File: src/rtl/lh_ootx_pkg.sv
// Shared definitions for the lighthouse OOTX frame decoder.
// Holds the decoder state encoding, the framing constants and the
// reflected CRC-32 byte-update helper.
package lh_ootx_pkg;

  typedef enum logic [1:0] {
    HUNT    = 2'd0,
    LENGTH  = 2'd1,
    PAYLOAD = 2'd2,
    CRC     = 2'd3
  } ootx_state_t;

  localparam int          OOTX_PREAMBLE_ZEROS = 17;
  localparam logic [31:0] OOTX_CRC_POLY       = 32'hEDB88320;
  localparam logic [31:0] OOTX_CRC_INIT       = 32'hFFFFFFFF;
  localparam int          OOTX_LEN_W          = 16;

  // Reflected CRC-32 update for one byte, LSB of the byte first.
  function automatic logic [31:0] ootx_crc32_byte(input logic [31:0] crc_in,
                                                  input logic [7:0]  data);
    logic [31:0] c;
    c = crc_in ^ {24'd0, data};
    for (int i = 0; i < 8; i++) begin
      if (c[0]) begin
        c = (c >> 1) ^ OOTX_CRC_POLY;
      end else begin
        c = c >> 1;
      end
    end
    return c;
  endfunction

endpackage

File: src/rtl/ootx_crc32.sv
// Byte-wide CRC-32/IEEE register (reflected, init 0xFFFFFFFF).
// Ports:
//   CLK, RESET     core clock, async active-high reset (CRC -> init)
//   INIT           reload the register with the init value
//   BYTE_EN, BYTE  fold one byte into the register this cycle
//   CRC            current register value (not final-XORed)
module ootx_crc32 (
  input  logic        CLK,
  input  logic        RESET,
  input  logic        INIT,
  input  logic        BYTE_EN,
  input  logic [7:0]  BYTE,
  output logic [31:0] CRC
);

  // CRC register: reload on INIT, otherwise fold in each enabled byte.
  always_ff @(posedge CLK or posedge RESET) begin
    if (RESET) begin
      CRC <= lh_ootx_pkg::OOTX_CRC_INIT;
    end else if (INIT) begin
      CRC <= lh_ootx_pkg::OOTX_CRC_INIT;
    end else if (BYTE_EN) begin
      CRC <= lh_ootx_pkg::ootx_crc32_byte(CRC, BYTE);
    end else begin
      CRC <= CRC;
    end
  end

endmodule

File: src/rtl/ootx_frame_decoder.sv
// OOTX frame decoder for one lighthouse base station.
// Hunts for the 17-zero preamble, strips the sync bit after each 16-bit
// word, decodes the little-endian payload length, streams payload bytes
// and checks the trailing CRC-32.
// Ports:
//   CLK, RESET              core clock, async active-high reset
//   BIT_VALID, BIT_IN       one OOTX bit per strobe (strobes >= 3 cycles apart)
//   FRAME_START             pulse: preamble found
//   PAYLOAD_LEN[15:0]       decoded length, held until next FRAME_START
//   BYTE_VALID, BYTE_DATA   one strobe per payload byte (pad byte dropped)
//   FRAME_DONE, CRC_OK      pulse at frame end; CRC_OK held until next FRAME_START
//   ERROR                   pulse: sync-bit violation or oversize length
module ootx_frame_decoder
  import lh_ootx_pkg::*;
#(
  parameter int MAX_PAYLOAD = 64
) (
  input  logic        CLK,
  input  logic        RESET,
  input  logic        BIT_VALID,
  input  logic        BIT_IN,
  output logic        FRAME_START,
  output logic [15:0] PAYLOAD_LEN,
  output logic        BYTE_VALID,
  output logic [7:0]  BYTE_DATA,
  output logic        FRAME_DONE,
  output logic        CRC_OK,
  output logic        ERROR
);

  localparam logic [4:0]  ZERO_SAT = 5'(OOTX_PREAMBLE_ZEROS);
  localparam logic [15:0] MAX_LEN  = 16'(MAX_PAYLOAD);

  ootx_state_t state_r, state_n;
  logic [4:0]  zero_cnt_r, zero_cnt_n;
  logic [4:0]  bit_idx_r, bit_idx_n;
  logic [15:0] shift_r, shift_n;
  logic [15:0] words_left_r, words_left_n;
  logic        crc_word_r, crc_word_n;
  logic [15:0] w0_r, w0_n;
  logic        lo_pend_r, lo_pend_n;
  logic [7:0]  lo_byte_r, lo_byte_n;
  logic [OOTX_LEN_W-1:0] len_n;
  logic        frame_start_n, byte_valid_n, frame_done_n, crc_ok_n, error_n;
  logic [7:0]  byte_data_n;
  logic [15:0] word_s, len_dec_s;
  logic [31:0] rx_crc_s, crc_val;

  // Emitted bytes feed the CRC in the cycle they appear on BYTE_VALID.
  ootx_crc32 u_crc (
    .CLK     (CLK),
    .RESET   (RESET),
    .INIT    (FRAME_START),
    .BYTE_EN (BYTE_VALID),
    .BYTE    (BYTE_DATA),
    .CRC     (crc_val)
  );

  // Next-state and output decode for the hunt / word-collector FSM.
  always_comb begin
    state_n       = state_r;
    zero_cnt_n    = zero_cnt_r;
    bit_idx_n     = bit_idx_r;
    shift_n       = shift_r;
    words_left_n  = words_left_r;
    crc_word_n    = crc_word_r;
    w0_n          = w0_r;
    lo_byte_n     = lo_byte_r;
    lo_pend_n     = 1'b0;
    len_n         = PAYLOAD_LEN;
    frame_start_n = 1'b0;
    byte_valid_n  = 1'b0;
    byte_data_n   = BYTE_DATA;
    frame_done_n  = 1'b0;
    crc_ok_n      = CRC_OK;
    error_n       = 1'b0;
    word_s        = {shift_r[14:0], BIT_IN};
    len_dec_s     = {word_s[7:0], word_s[15:8]};
    rx_crc_s      = {word_s[7:0], word_s[15:8], w0_r[7:0], w0_r[15:8]};

    // Second byte of a payload word goes out the cycle after the first.
    if (lo_pend_r) begin
      byte_valid_n = 1'b1;
      byte_data_n  = lo_byte_r;
    end else begin
      byte_valid_n = 1'b0;
    end

    if (BIT_VALID) begin
      case (state_r)
        HUNT: begin
          if (!BIT_IN) begin
            if (zero_cnt_r < ZERO_SAT) begin
              zero_cnt_n = zero_cnt_r + 5'd1;
            end else begin
              zero_cnt_n = zero_cnt_r;
            end
          end else if (zero_cnt_r >= ZERO_SAT) begin
            state_n       = LENGTH;
            zero_cnt_n    = 5'd0;
            bit_idx_n     = 5'd0;
            frame_start_n = 1'b1;
            crc_ok_n      = 1'b0;
            len_n         = 16'd0;
          end else begin
            zero_cnt_n = 5'd0;
          end
        end
        LENGTH, PAYLOAD, CRC: begin
          if (bit_idx_r == 5'd16) begin
            if (!BIT_IN) begin
              // A bad sync bit may itself be the first preamble zero.
              error_n    = 1'b1;
              state_n    = HUNT;
              zero_cnt_n = 5'd1;
            end else begin
              bit_idx_n = 5'd0;
              if (state_r == LENGTH) begin
                state_n    = (PAYLOAD_LEN == 16'd0) ? CRC : PAYLOAD;
                crc_word_n = 1'b0;
              end else if ((state_r == PAYLOAD) && (words_left_r == 16'd0)) begin
                state_n    = CRC;
                crc_word_n = 1'b0;
              end else begin
                state_n = state_r;
              end
            end
          end else begin
            shift_n   = word_s;
            bit_idx_n = bit_idx_r + 5'd1;
            if (bit_idx_r == 5'd15) begin
              case (state_r)
                LENGTH: begin
                  len_n        = len_dec_s;
                  words_left_n = 16'((17'(len_dec_s) + 17'd1) >> 1);
                  if (len_dec_s > MAX_LEN) begin
                    error_n    = 1'b1;
                    state_n    = HUNT;
                    zero_cnt_n = 5'd0;
                  end else begin
                    state_n = LENGTH;
                  end
                end
                PAYLOAD: begin
                  byte_valid_n = 1'b1;
                  byte_data_n  = word_s[15:8];
                  lo_byte_n    = word_s[7:0];
                  words_left_n = words_left_r - 16'd1;
                  // Odd length: the last word's low byte is padding.
                  lo_pend_n    = !((words_left_r == 16'd1) && PAYLOAD_LEN[0]);
                end
                CRC: begin
                  if (!crc_word_r) begin
                    w0_n       = word_s;
                    crc_word_n = 1'b1;
                  end else begin
                    // Second CRC word carries no sync bit; finish now.
                    frame_done_n = 1'b1;
                    crc_ok_n     = (~crc_val == rx_crc_s);
                    state_n      = HUNT;
                    zero_cnt_n   = 5'd0;
                  end
                end
                default: begin
                  state_n = HUNT;
                end
              endcase
            end else begin
              state_n = state_r;
            end
          end
        end
        default: begin
          state_n    = HUNT;
          zero_cnt_n = 5'd0;
        end
      endcase
    end else begin
      state_n = state_r;
    end
  end

  // State and registered-output update.
  always_ff @(posedge CLK or posedge RESET) begin
    if (RESET) begin
      state_r      <= HUNT;
      zero_cnt_r   <= 5'd0;
      bit_idx_r    <= 5'd0;
      shift_r      <= 16'd0;
      words_left_r <= 16'd0;
      crc_word_r   <= 1'b0;
      w0_r         <= 16'd0;
      lo_pend_r    <= 1'b0;
      lo_byte_r    <= 8'd0;
      FRAME_START  <= 1'b0;
      PAYLOAD_LEN  <= 16'd0;
      BYTE_VALID   <= 1'b0;
      BYTE_DATA    <= 8'd0;
      FRAME_DONE   <= 1'b0;
      CRC_OK       <= 1'b0;
      ERROR        <= 1'b0;
    end else begin
      state_r      <= state_n;
      zero_cnt_r   <= zero_cnt_n;
      bit_idx_r    <= bit_idx_n;
      shift_r      <= shift_n;
      words_left_r <= words_left_n;
      crc_word_r   <= crc_word_n;
      w0_r         <= w0_n;
      lo_pend_r    <= lo_pend_n;
      lo_byte_r    <= lo_byte_n;
      FRAME_START  <= frame_start_n;
      PAYLOAD_LEN  <= len_n;
      BYTE_VALID   <= byte_valid_n;
      BYTE_DATA    <= byte_data_n;
      FRAME_DONE   <= frame_done_n;
      CRC_OK       <= crc_ok_n;
      ERROR        <= error_n;
    end
  end

endmodule

File: config.mk
export PLATFORM = sky130hd
export DESIGN_NAME = ootx_frame_decoder
export DESIGN_NICKNAME = d
export VERILOG_FILES = /design/src/rtl/lh_ootx_pkg.sv /design/src/rtl/ootx_crc32.sv /design/src/rtl/ootx_frame_decoder.sv
export SDC_FILE = /design/constraint.sdc
export NUM_CORES = 1
export LEC_CHECK = 0
export ABC_AREA = 1
export CAP_MARGIN = 20
export CORE_ASPECT_RATIO = 0.8
export CORE_MARGIN = 2
export CORE_UTILIZATION = 50
export CTS_CLUSTER_SIZE = 40
export DETAILED_ROUTE_END_ITERATION = 6
export HOLD_SLACK_MARGIN = 0.06
export PLACE_DENSITY = 0.75
export SYNTH_ARGS = -nofsm -noshare
export SYNTH_HDL_FRONTEND = slang
export SYNTH_HIERARCHICAL = 1
export SYNTH_SLANG_ARGS = --single-unit
File: constraint.sdc
create_clock -name CLK -period 4.46 [get_ports CLK]
set_input_delay 1.115 -clock CLK [delete_from_list [all_inputs] [get_ports CLK]]
set_output_delay 1.115 -clock CLK [all_outputs]
set_load 0.03 [all_outputs]
# Word-level counts from Yosys, hierarchy flattened
# Index checks and enable logic that the tools add are counted.
# W data, S select, Z words.
# classes
addsub	4
n_eq_ne	25
n_reduce_logical	21
bitwise	12
order_cmp	3
n_mux	104
# op_table
op	count
$mux W32	24
$not A13 Y14	8
$mux W16	5
$pmux W16 S2	2
$mux W5	11
$mux W8	6
$mux W1	42
$eq A32 B32 Y1	1
$logic_not A16 Y1	2
$not A32 Y32	1
$xor A32 B8 Y32	1
$pmux W5 S2	3
$reduce_and A7 Y1	3
$reduce_and A6 Y1	3
$add A16 B1 Y17 const B	1
$eq A16 B1 Y1 const B	1
$gt A16 B7 Y1 const B	1
$mux W2	8
$ne A2 B2 Y1 const B	8
$sub A16 B1 Y16 const B	1
$ne A3 B3 Y1 const B	5
$ne A4 B4 Y1 const B	3
$add A5 B1 Y5 const B	2
$reduce_and A5 Y1	2
other kinds (19)	25
# word_totals
ff_bits	130
output_inout_bits	29
input_bits	4

# Logic depth before layout (Yosys ltp)
# depth
depth_word	33
depth_mapped	13
mapped_depth_nobuf	12

# Hierarchy
# Netlist, hierarchy kept.
# modules_own_cells
mod	area_per_inst_um2	instances	cells_each	seq_area_each_um2
ootx_frame_decoder	5906.9	1	846	2452.4
ootx_crc32	2357.3	1	337	840.8

# Least setup slack after synthesis
# Ideal clock, no wire load.
# synth_path
path_type	input to register
from	input BIT_IN
to	register PAYLOAD_LEN[12]
t_arrival_ns	1.976
stages	11
setup_slack_ns	2.366
setup_ns	0.118
path_cell_list	buf_6 nand2_1 nor2_1 nand2_1 nand2_2 inv_2 nor2_4 inv_2 buf_2 nand2_1 nand2_1
# synth_via
elab_chain_len	2
# synth_rtl
item	line_no	source
start: declaration	ootx_frame_decoder.sv:21	input logic BIT_IN,
$ne A2 B2 Y1 (no source line)	--	
$reduce_and A6 Y1 (no source line)	--	
end signal: assignment	ootx_frame_decoder.sv:213	PAYLOAD_LEN <= len_n;
end: declaration	ootx_frame_decoder.sv:23	output logic [15:0] PAYLOAD_LEN,
# Every way passes these cells.
# A chain may end at the register's enable or synchronous reset.

# Worst setup path after layout
# layout_path
from	register FRAME_START
to	output FRAME_START
# layout_lines
item	line_no	source
start: declaration	ootx_frame_decoder.sv:22	output logic FRAME_START,
start signal: assignment	ootx_frame_decoder.sv:212	FRAME_START <= frame_start_n;
# No word-level cell between the ends.

==> qor.csv <==
metric;value;unit
post-synthesis compound-gate area fraction;0.0946;
final RePlAce weighted congestion;0.923;
total detailed-routing wirelength;22.7;mm
cell row count;42;
sum of net half-perimeters after detailed placement;16.2;mm
H-tree levels;4;
CTS root buffer;sky130_fd_sc_hd__clkbuf_16;
Final Cycle Share;0.663;
number of nets in the layout;1223;
synth-to-layout area growth;12.0;%
Final Hold Fails;0;
mapped cell area;0.00826;sq mm
Crit Path Class;reg2out;
distinct cell type count after synthesis;42;
non-filler instance count after layout;1435;
Peak Freq;0.338;GHz
source-to-sink clock delay at the later pin of the worst-skew pair;0.43;ns
cts repair resizes;0;
antenna violations before repair;0;
most common cell after layout, fill and taps aside;sky130_fd_sc_hd__nand2_1;
area of the placeable core;0.0163;sq mm
RSZ-0062 raised after global routing;false;
total die area;0.0176;sq mm
synthesized netlist cell count;1183;
critical path launch point type;register;
Max Fanout on Critical Path;10;
number of cells in the design after placement;1403;
total buffers and inverters traversed by the critical path;1;
area share of xor/xnor cells in the synthesized design;0.0463;
P per Cell Area;456;mW/mm^2
proportion of synthesized area in mux cells;0;
Yosys warning total;6;
Vias;7646;
adder-cell share of the synthesized area;0.0242;
number of cells on the critical path;1;
Worst setup EP type;output pin;
largest net degree at the start of global routing;84;
leading cell types in the layout, fill and taps excluded;sky130_fd_sc_hd__nand2_1 (385), sky130_fd_sc_hd__nor2_1 (132), sky130_fd_sc_hd__inv_1 (125);
Layout Skew;0.00612;ns
syn nets;1203;
number of inserted diodes;0;
effective utilization at floorplan;0.506;
leakage power;0.00463;uW
Worst path slowest cell;sky130_fd_sc_hd__clkdlybuf4s50_1;
largest buffer count on any clock path;2;
residual antenna-violating net count after detailed routing;0;
kind of cell with the highest combined delay on the critical path;buffers and inverters;
normalized max-slew margin;0.438;
clock-pin slew reported for the worst setup and hold paths after clock tree synthesis;0.06;ns
share of layout cells above drive strength 1;0.109;
routed vias/inst;5.33;
quantity of hold-fixing buffers added after cts;0;
data arrival at the endpoint of the critical path;1.84;ns
Max-cap violations;0;
most frequently used flop master after synthesis;sky130_fd_sc_hd__dfrtp_1;
clock sinks;130;
Worst IR Drop VDD;328;uV
path type of the worst min-delay path;reg2reg;
Largest stage delay, worst path;0.77;ns
number of remaining DRC errors;0;
total of flip-flops plus latches after synthesis;130;
clock tree from TritonCTS;yes;
post-layout min period;2.96;ns
final slew viol count;0;
height of the die;119;um
outcome;finished clean;
total setup buffers inserted after CTS;0;
Mapped Avg Cell Area;6.99;sq um
worst r2r path cells;8;
proportion of synthesized flip-flops having asynchronous set or reset;1.00;
main combinational cell family by area after synthesis;simple AND/OR/NAND/NOR gates;
total CTS buffers;17;
post-synthesis sequential area ratio;0.398;
ordered cell list for the critical path;clkdlybuf4s50_1;
worst hold margin;0.484;ns
global-route wire length before repair;37.3;mm
number of stages on the worst hold path;2;
count of flip-flops with a built-in enable after synthesis;0;
DRC marker count from the first detailed-route iteration;853;
worst-case setup margin in the final layout;1.50;ns
final setup violation count;0;
number of search-and-repair iterations in the first detailed-routing pass;5;
per-cell routed wire length;15.8;um
vias in the first global route;7002;
worst setup timing slack at the placement stage;1.28;ns
Top Ports;33;
Die Span X;148;um
residual overflow from global routing;0;
total routing resource utilization after global routing;0.273;
post-synthesis share of cell area spent on and, or, nand and nor gates;0.344;
Slew @ Worst Pin;0.843;ns
required time of the worst setup path;3.35;ns
setup TNS;0;ns
IO buf count;32;
==> cells in the mapped netlist, types with 10 or more instances <==
library cell,number,area (sq um)
sky130_fd_sc_hd__a21oi_1,23,115
sky130_fd_sc_hd__a31oi_1,10,62.6
sky130_fd_sc_hd__buf_2,22,110
sky130_fd_sc_hd__dfrtp_1,98,2450
sky130_fd_sc_hd__dfstp_2,32,841
sky130_fd_sc_hd__ha_1,16,200
sky130_fd_sc_hd__inv_1,126,473
sky130_fd_sc_hd__inv_2,18,67.6
sky130_fd_sc_hd__nand2_1,385,1450
sky130_fd_sc_hd__nand2_2,20,125
sky130_fd_sc_hd__nand3_1,90,450
sky130_fd_sc_hd__nand4_1,13,81.3
sky130_fd_sc_hd__nor2_1,132,495
sky130_fd_sc_hd__o21ai_0,47,235
sky130_fd_sc_hd__o21ai_1,39,195
sky130_fd_sc_hd__o22ai_1,11,68.8
sky130_fd_sc_hd__xor2_1,33,289
==> final cells by class <==
cell class | instances | area, sq um
inverters | 147 | 554
well taps | 220 | 275
clock buffers | 19 | 443
multi-input cells | 868 | 4210
repair buffers | 39 | 393
clock inverters | 12 | 92.6
flip-flops and latches | 130 | 3290
fillers | 1490 | 7080
==> metal layers <==
| metal | vias up | GRT usage | part of all wire |
|---|---|---|---|
| met1 | 3501 | 0.418 | 0.47 |
| met4 | 0 | 0.0631 | 0.011 |
| met3 | 25 | 0.0674 | 0.10 |
| met2 | 344 | 0.388 | 0.42 |
| met5 | - | 0 | 0 |
| li1 | 3776 | - | - |
==> registers in the layout (all words and copies together) (netlist names), 2 cells and up <==
name          flops
BYTE_DATA         8
PAYLOAD_LEN      16
u_crc/CRC        32
shift_r          15
words_left_r     16
zero_cnt_r        5
lo_byte_r         8
bit_idx_r         5
state_r           2
w0_r             16
==> metrics by stage <==
step	utilization	area (sq um)	total power, uW
after detailed placement	0.532	8700	2910
final	0.567	9260	4230
after global placement	0.532	8700	2900
after global routing	0.567	9260	4470
after CTS	0.565	9230	4210
after floorplan	-	8260	2480
==> path summary, 6_finish.rpt <==
| check | start | to | slack, ns |
|---|---|---|---|
| setup / recovery | FRAME_START | FRAME_START | 1.50 |
| hold / removal | zero_cnt_r[4] | zero_cnt_r[4] | 0.48 |
| setup reg to reg | state_r[0] | BYTE_DATA[1] | 2.04 |
| hold reg to reg | zero_cnt_r[4] | zero_cnt_r[4] | 0.48 |
| max in group asynchronous | RESET | state_r[0] | 2.81 |
| min in group asynchronous | RESET | shift_r[5] | 1.05 |
==> kinds of logic (layout without fill, tap and decap cells) <==
| kind of cell | count (synthesis) | count (layout) |
|---|---|---|
| fa+ha+maj | 16 | 16 |
| xor+xnor | 42 | 42 |
| compound gates | 143 | 143 |
| flops | 130 | 130 |
| buf+inv | 185 | 217 |
| simple gates | 667 | 667 |
==> power by group <==
part | internal (uW) | switching, uW
logic | 425 | 834
clock network | 767 | 523
registers | 1340 | 336
total | 2530 | 1690
(Power assumes the default switching activity.)
==> RTL edit 1: new RTL, config.mk and constraints unchanged <==
Make the reset (`RESET`) synchronous in 2 clocked blocks. Comments in the files are not updated.
--- a/src/rtl/ootx_crc32.sv
+++ b/src/rtl/ootx_crc32.sv
@@ -14,7 +14,7 @@
 );
 
   // CRC register: reload on INIT, otherwise fold in each enabled byte.
-  always_ff @(posedge CLK or posedge RESET) begin
+  always_ff @(posedge CLK) begin
     if (RESET) begin
       CRC <= lh_ootx_pkg::OOTX_CRC_INIT;
     end else if (INIT) begin
--- a/src/rtl/ootx_frame_decoder.sv
+++ b/src/rtl/ootx_frame_decoder.sv
@@ -181,7 +181,7 @@
   end
 
   // State and registered-output update.
-  always_ff @(posedge CLK or posedge RESET) begin
+  always_ff @(posedge CLK) begin
     if (RESET) begin
       state_r      <= HUNT;
       zero_cnt_r   <= 5'd0;
Formal check against the unedited RTL: no difference found for any inputs over 4 cycles, from zero or initial values and one cycle with RESET high; that may be too few to reach the edited logic, so the function may still have changed.
==> RTL edit 1 against the original RTL <==
Synthesized area decreased by 2.0%. Sequential cell count unchanged. Critical path depth increased by 7. Setup slack got worse by 0.10 ns. Wire length increased by 1.1%. Power increased by 18%. Final cell count increased by 4.7%. Design area decreased by 2.0%.
==> RTL edit 1: results (changes against the original RTL) <==
Slew HR = 0.305 (was 0.438)
Compound-Gate Fraction of Synth Area = 0.154 (was 0.0946)
ys flop type = dfxtp_1 (was dfrtp_1)
vias in the first global route = 7370 (was 7002)
Routed wire per std cell = 15.3 µm (was 15.8 µm)
Synth Area in Adders = 0.0247 (was 0.0242)
Synth Area in XOR/XNOR = 0.0450 (was 0.0463)
Pleak = 4.13 nW (was 4.63 nW)
count of different cell masters after synthesis = 43 (was 42)
hold slack = 0.468 ns (was 0.484 ns)
CP Max Fanout = 29 (was 10)
Iter 0 DRT Violations = 926 (was 853)
layout cell share with drive strength beyond 1 = 0.0823 (was 0.109)
FILL cells = 1552 (was 1490)
nets = 1295 (was 1223)
arrival time of the worst setup path = 3.34 ns (was 1.84 ns)
Post-DP HPWL = 16300 µm (was 16200 µm)
first-pass GRT wire length = 37400 µm (was 37300 µm)
Post-Syn Nets = 1290 (was 1203)
synth top area cells = dfxtp_1, nand2_1, a21oi_1 (was dfrtp_1, nand2_1, dfstp_2)
DRT Pass-1 Iters = 6 (was 5)
global placement routability congestion = 0.934 (was 0.923)
run status = completed (unchanged)
Worst VDD drop = 0.404 mV (was 0.328 mV)
drt via density = 5.37 (was 5.33)
[RTL edit 1: cell count changes after synthesis, moves of 27 or more]
cell | before | now
dfxtp_1 | 0 | 130
a21oi_1 | 23 | 121
dfrtp_1 | 98 | 0
nand2_1 | 385 | 339
dfstp_2 | 32 | 0
o21ai_0 | 47 | 77
inv_1 | 126 | 154
o21ai_1 | 39 | 12
[RTL edit 1: metrics by stage]
| stage | cell area [µm²] | cells | worst slack (ns) |
|---|---|---|---|
| after global placement | 8450 | 1471 | 1.23 |
| after global routing | 9080 | 1503 | 1.10 |
| after detailed placement | 8450 | 1471 | 1.28 |
| final | 9080 | 1503 | 1.40 |
| after floorplan | 8100 | 1270 | 2.30 |
| after CTS | 9080 | 1503 | 1.45 |
[RTL edit 1: worst paths after layout]
| check | from | endpoint | cells past startpoint |
|---|---|---|---|
| max reg2reg | state_r[0]$_SDFFE_PP0P_ | shift_r[4]$_SDFFE_PP0P_ | 8 |
| min reg2reg | w0_r[1]$_SDFFE_PP0P_ | w0_r[1]$_SDFFE_PP0P_ | 2 |
| min | w0_r[1]$_SDFFE_PP0P_ | w0_r[1]$_SDFFE_PP0P_ | 2 |
| max | state_r[0]$_SDFFE_PP0P_ | shift_r[4]$_SDFFE_PP0P_ | 8 |
[RTL edit 1: cell families (layout without fill, tap and decap cells)]
kind of cell / count (synthesis) / in the layout
xor gates and xnor gates: 39 / 39
AOI/OAI and AO/OA: 237 / 237
DFF: 130 / 130
and+or+nand+nor: 634 / 634
adders and majority gates: 16 / 16
buffers and inverters: 214 / 232
[RTL edit 1: area by class of cell]
type | count | area share
sequential | 130 | 0.287
clock buffer | 22 | 0.0522
multi-input combinational | 926 | 0.508
clock inverter | 10 | 0.0171
tap | 215 | 0.0296
inverter | 164 | 0.0678
timing repair buffer | 36 | 0.0380
[RTL edit 1: where the power goes]
group / total (W) / switching, W / internal [W]
clock network: 0.00151 / 0.000537 / 0.000975
registers: 0.00161 / 0.000280 / 0.00133
logic: 0.00186 / 0.00125 / 0.000611
total: 0.00498 / 0.00207 / 0.00292
[RTL edit 1: routing by layer]
layer  up-vias  share of wire  global-route usage
met5         -              0                   0
met4         0          0.018              0.0880
met3        38          0.083              0.0574
met2       314           0.42               0.393
met1      3673           0.48               0.399
li1       4046              -                   -
[RTL edit 1: critical path: stages, from the launching register on]
cell and delay (ns):
dfxtp_1 0.37, inv_1 0.13, ha_1 0.31, inv_1 0.71
nand2_2 0.21, inv_2 0.20, nand2_1 0.54, o21ai_0 0.36
a21oi_1 0.06
==> RTL edit 2: new RTL, same settings <==
Without the edit above. Change the parameter `MAX_PAYLOAD` from 64 to 48.
--- a/src/rtl/ootx_frame_decoder.sv
+++ b/src/rtl/ootx_frame_decoder.sv
@@ -13,7 +13,7 @@
 module ootx_frame_decoder
   import lh_ootx_pkg::*;
 #(
-  parameter int MAX_PAYLOAD = 64
+  parameter int MAX_PAYLOAD = 48
 ) (
   input  logic        CLK,
   input  logic        RESET,
Function: no difference found for any inputs over 4 cycles, from zero or initial values and one cycle with RESET high; that may be too few to reach the edited logic, so the function may still have changed.
==> RTL edit 2 against the original RTL <==
Non-clock buffer count fell by 2. Synthesized cell count decreased by 0.42%. Register-to-register slack got worse by 0.23 ns. The flow now finishes with violations (DRC). Sequential cell count unchanged. Design area up 0.96%. Power fell by 3.9%. Critical endpoint unchanged. Die area is 1.2% higher. Synthesized area grew 1.3%. Wire length down 0.47%. Highest routed layer unchanged. Core utilization up 0.18 points. Setup slack better by 0.033 ns.
==> RTL edit 2: results (changes against the original RTL) <==
drt via density = 5.42 (was 5.33)
run status = finished, violations left (was completed)
Worst VDD drop = 0.371 mV (was 0.328 mV)
Seq/Total Area, Yosys = 0.394 (was 0.398)
top post-synthesis cells by count = nand2_1, nor2_1, inv_1 (unchanged)
global placement routability congestion = 0.956 (was 0.923)
Post-DP HPWL = 16400 µm (was 16200 µm)
layout cell share with drive strength beyond 1 = 0.123 (was 0.109)
DRT Pass-1 Iters = 7 (was 5)
largest net degree at the start of global routing = 57 (was 84)
Post-Syn Nets = 1198 (was 1203)
Ys Warns = 6 (unchanged)
CP Max Fanout = 10 (unchanged)
CTS buffer count = 17 (unchanged)
critical path's slowest cell = clkdlybuf4s50_1 (unchanged)
first-pass GRT wire length = 37000 µm (was 37300 µm)
clk_skew = 0.0108 ns (was 0.00612 ns)
post-CTS setup buffer count = 0 (unchanged)
Iter 0 DRT Violations = 1030 (was 853)
vias in the first global route = 7121 (was 7002)
Pleak = 4.67 nW (was 4.63 nW)
count of different cell masters after synthesis = 50 (was 42)
PostCTS Resize Cnt = 0 (unchanged)
gr usage total = 0.268 (was 0.273)
FILL cells = 1513 (was 1490)
arrival time of the worst setup path = 1.81 ns (was 1.84 ns)
synth top area cells = dfrtp_1, nand2_1, dfstp_2 (unchanged)
top cell family by delay on the critical path = buffers and inverters (unchanged)
Routed wire per std cell = 15.9 µm (was 15.8 µm)
Root Driver = clkbuf_16 (unchanged)
nets = 1214 (was 1223)
failing checks = DRC
DRC viols = 2 (was 0)
worst-margin pin slew = 1.05 ns (was 0.843 ns)
[RTL edit 2: stage by stage]
stage	std cells	hold WS, ns	area (µm²)	worst slack, ns	total power [W]
4_1_cts	1427	0.493	9350	1.53	0.00405
6_report	1427	0.487	9350	1.53	0.00406
3_3_place_gp	1395	0.471	8760	1.33	0.00262
5_1_grt	1427	0.513	9350	1.42	0.00427
3_5_place_dp	1395	0.478	8760	1.22	0.00264
2_1_floorplan	1178	0.459	8370	0.783	0.00230
[RTL edit 2: worst paths after layout]
path,cells past startpoint,slack (ns),to,from
setup / recovery,1,1.53,FRAME_START,FRAME_START$_DFF_PP0_
hold / removal,2,0.49,lo_byte_r[4]$_DFFE_PP0P_,lo_byte_r[4]$_DFFE_PP0P_
setup reg to reg,10,1.81,words_left_r[5]$_DFFE_PP0P_,state_r[0]$_DFFE_PP0P_
hold reg to reg,2,0.49,lo_byte_r[4]$_DFFE_PP0P_,lo_byte_r[4]$_DFFE_PP0P_
max in group asynchronous,3,2.58,BYTE_DATA[5]$_DFF_PP0_,RESET
min in group asynchronous,2,1.19,BYTE_DATA[3]$_DFF_PP0_,RESET
[RTL edit 2: metal layers]
metal | share of wire | vias up | global-route usage
met3 | 0.098 | 24 | 0.0635
met1 | 0.47 | 3633 | 0.403
li1 | - | 3740 | -
met2 | 0.42 | 339 | 0.389
met4 | 0.012 | 0 | 0.0685
met5 | 0 | - | 0
[RTL edit 2: final cells by class]
type / instances / share of cell area
Multi-Input combinational cell: 875 / 0.462
Sequential cell: 130 / 0.352
Inverter: 133 / 0.0539
Clock buffer: 21 / 0.0482
Timing Repair Buffer: 37 / 0.0396
Tap cell: 220 / 0.0294
Clock inverter: 11 / 0.0146
[RTL edit 2: power by group]
part	internal, W	leakage (nW)	total (W)	switching [W]
registers	0.00131	1.62	0.00157	0.000258
logic	0.000351	2.77	0.00109	0.000737
clock network	0.000887	0.290	0.00141	0.000522
[RTL edit 2: logic make-up after synthesis]
kind of cell | share of synthesized area
compound gates | 0.100
xor+xnor | 0.0468
fa+ha+maj | 0.0239
buf+inv | 0.0905
flops | 0.394
simple gates | 0.345
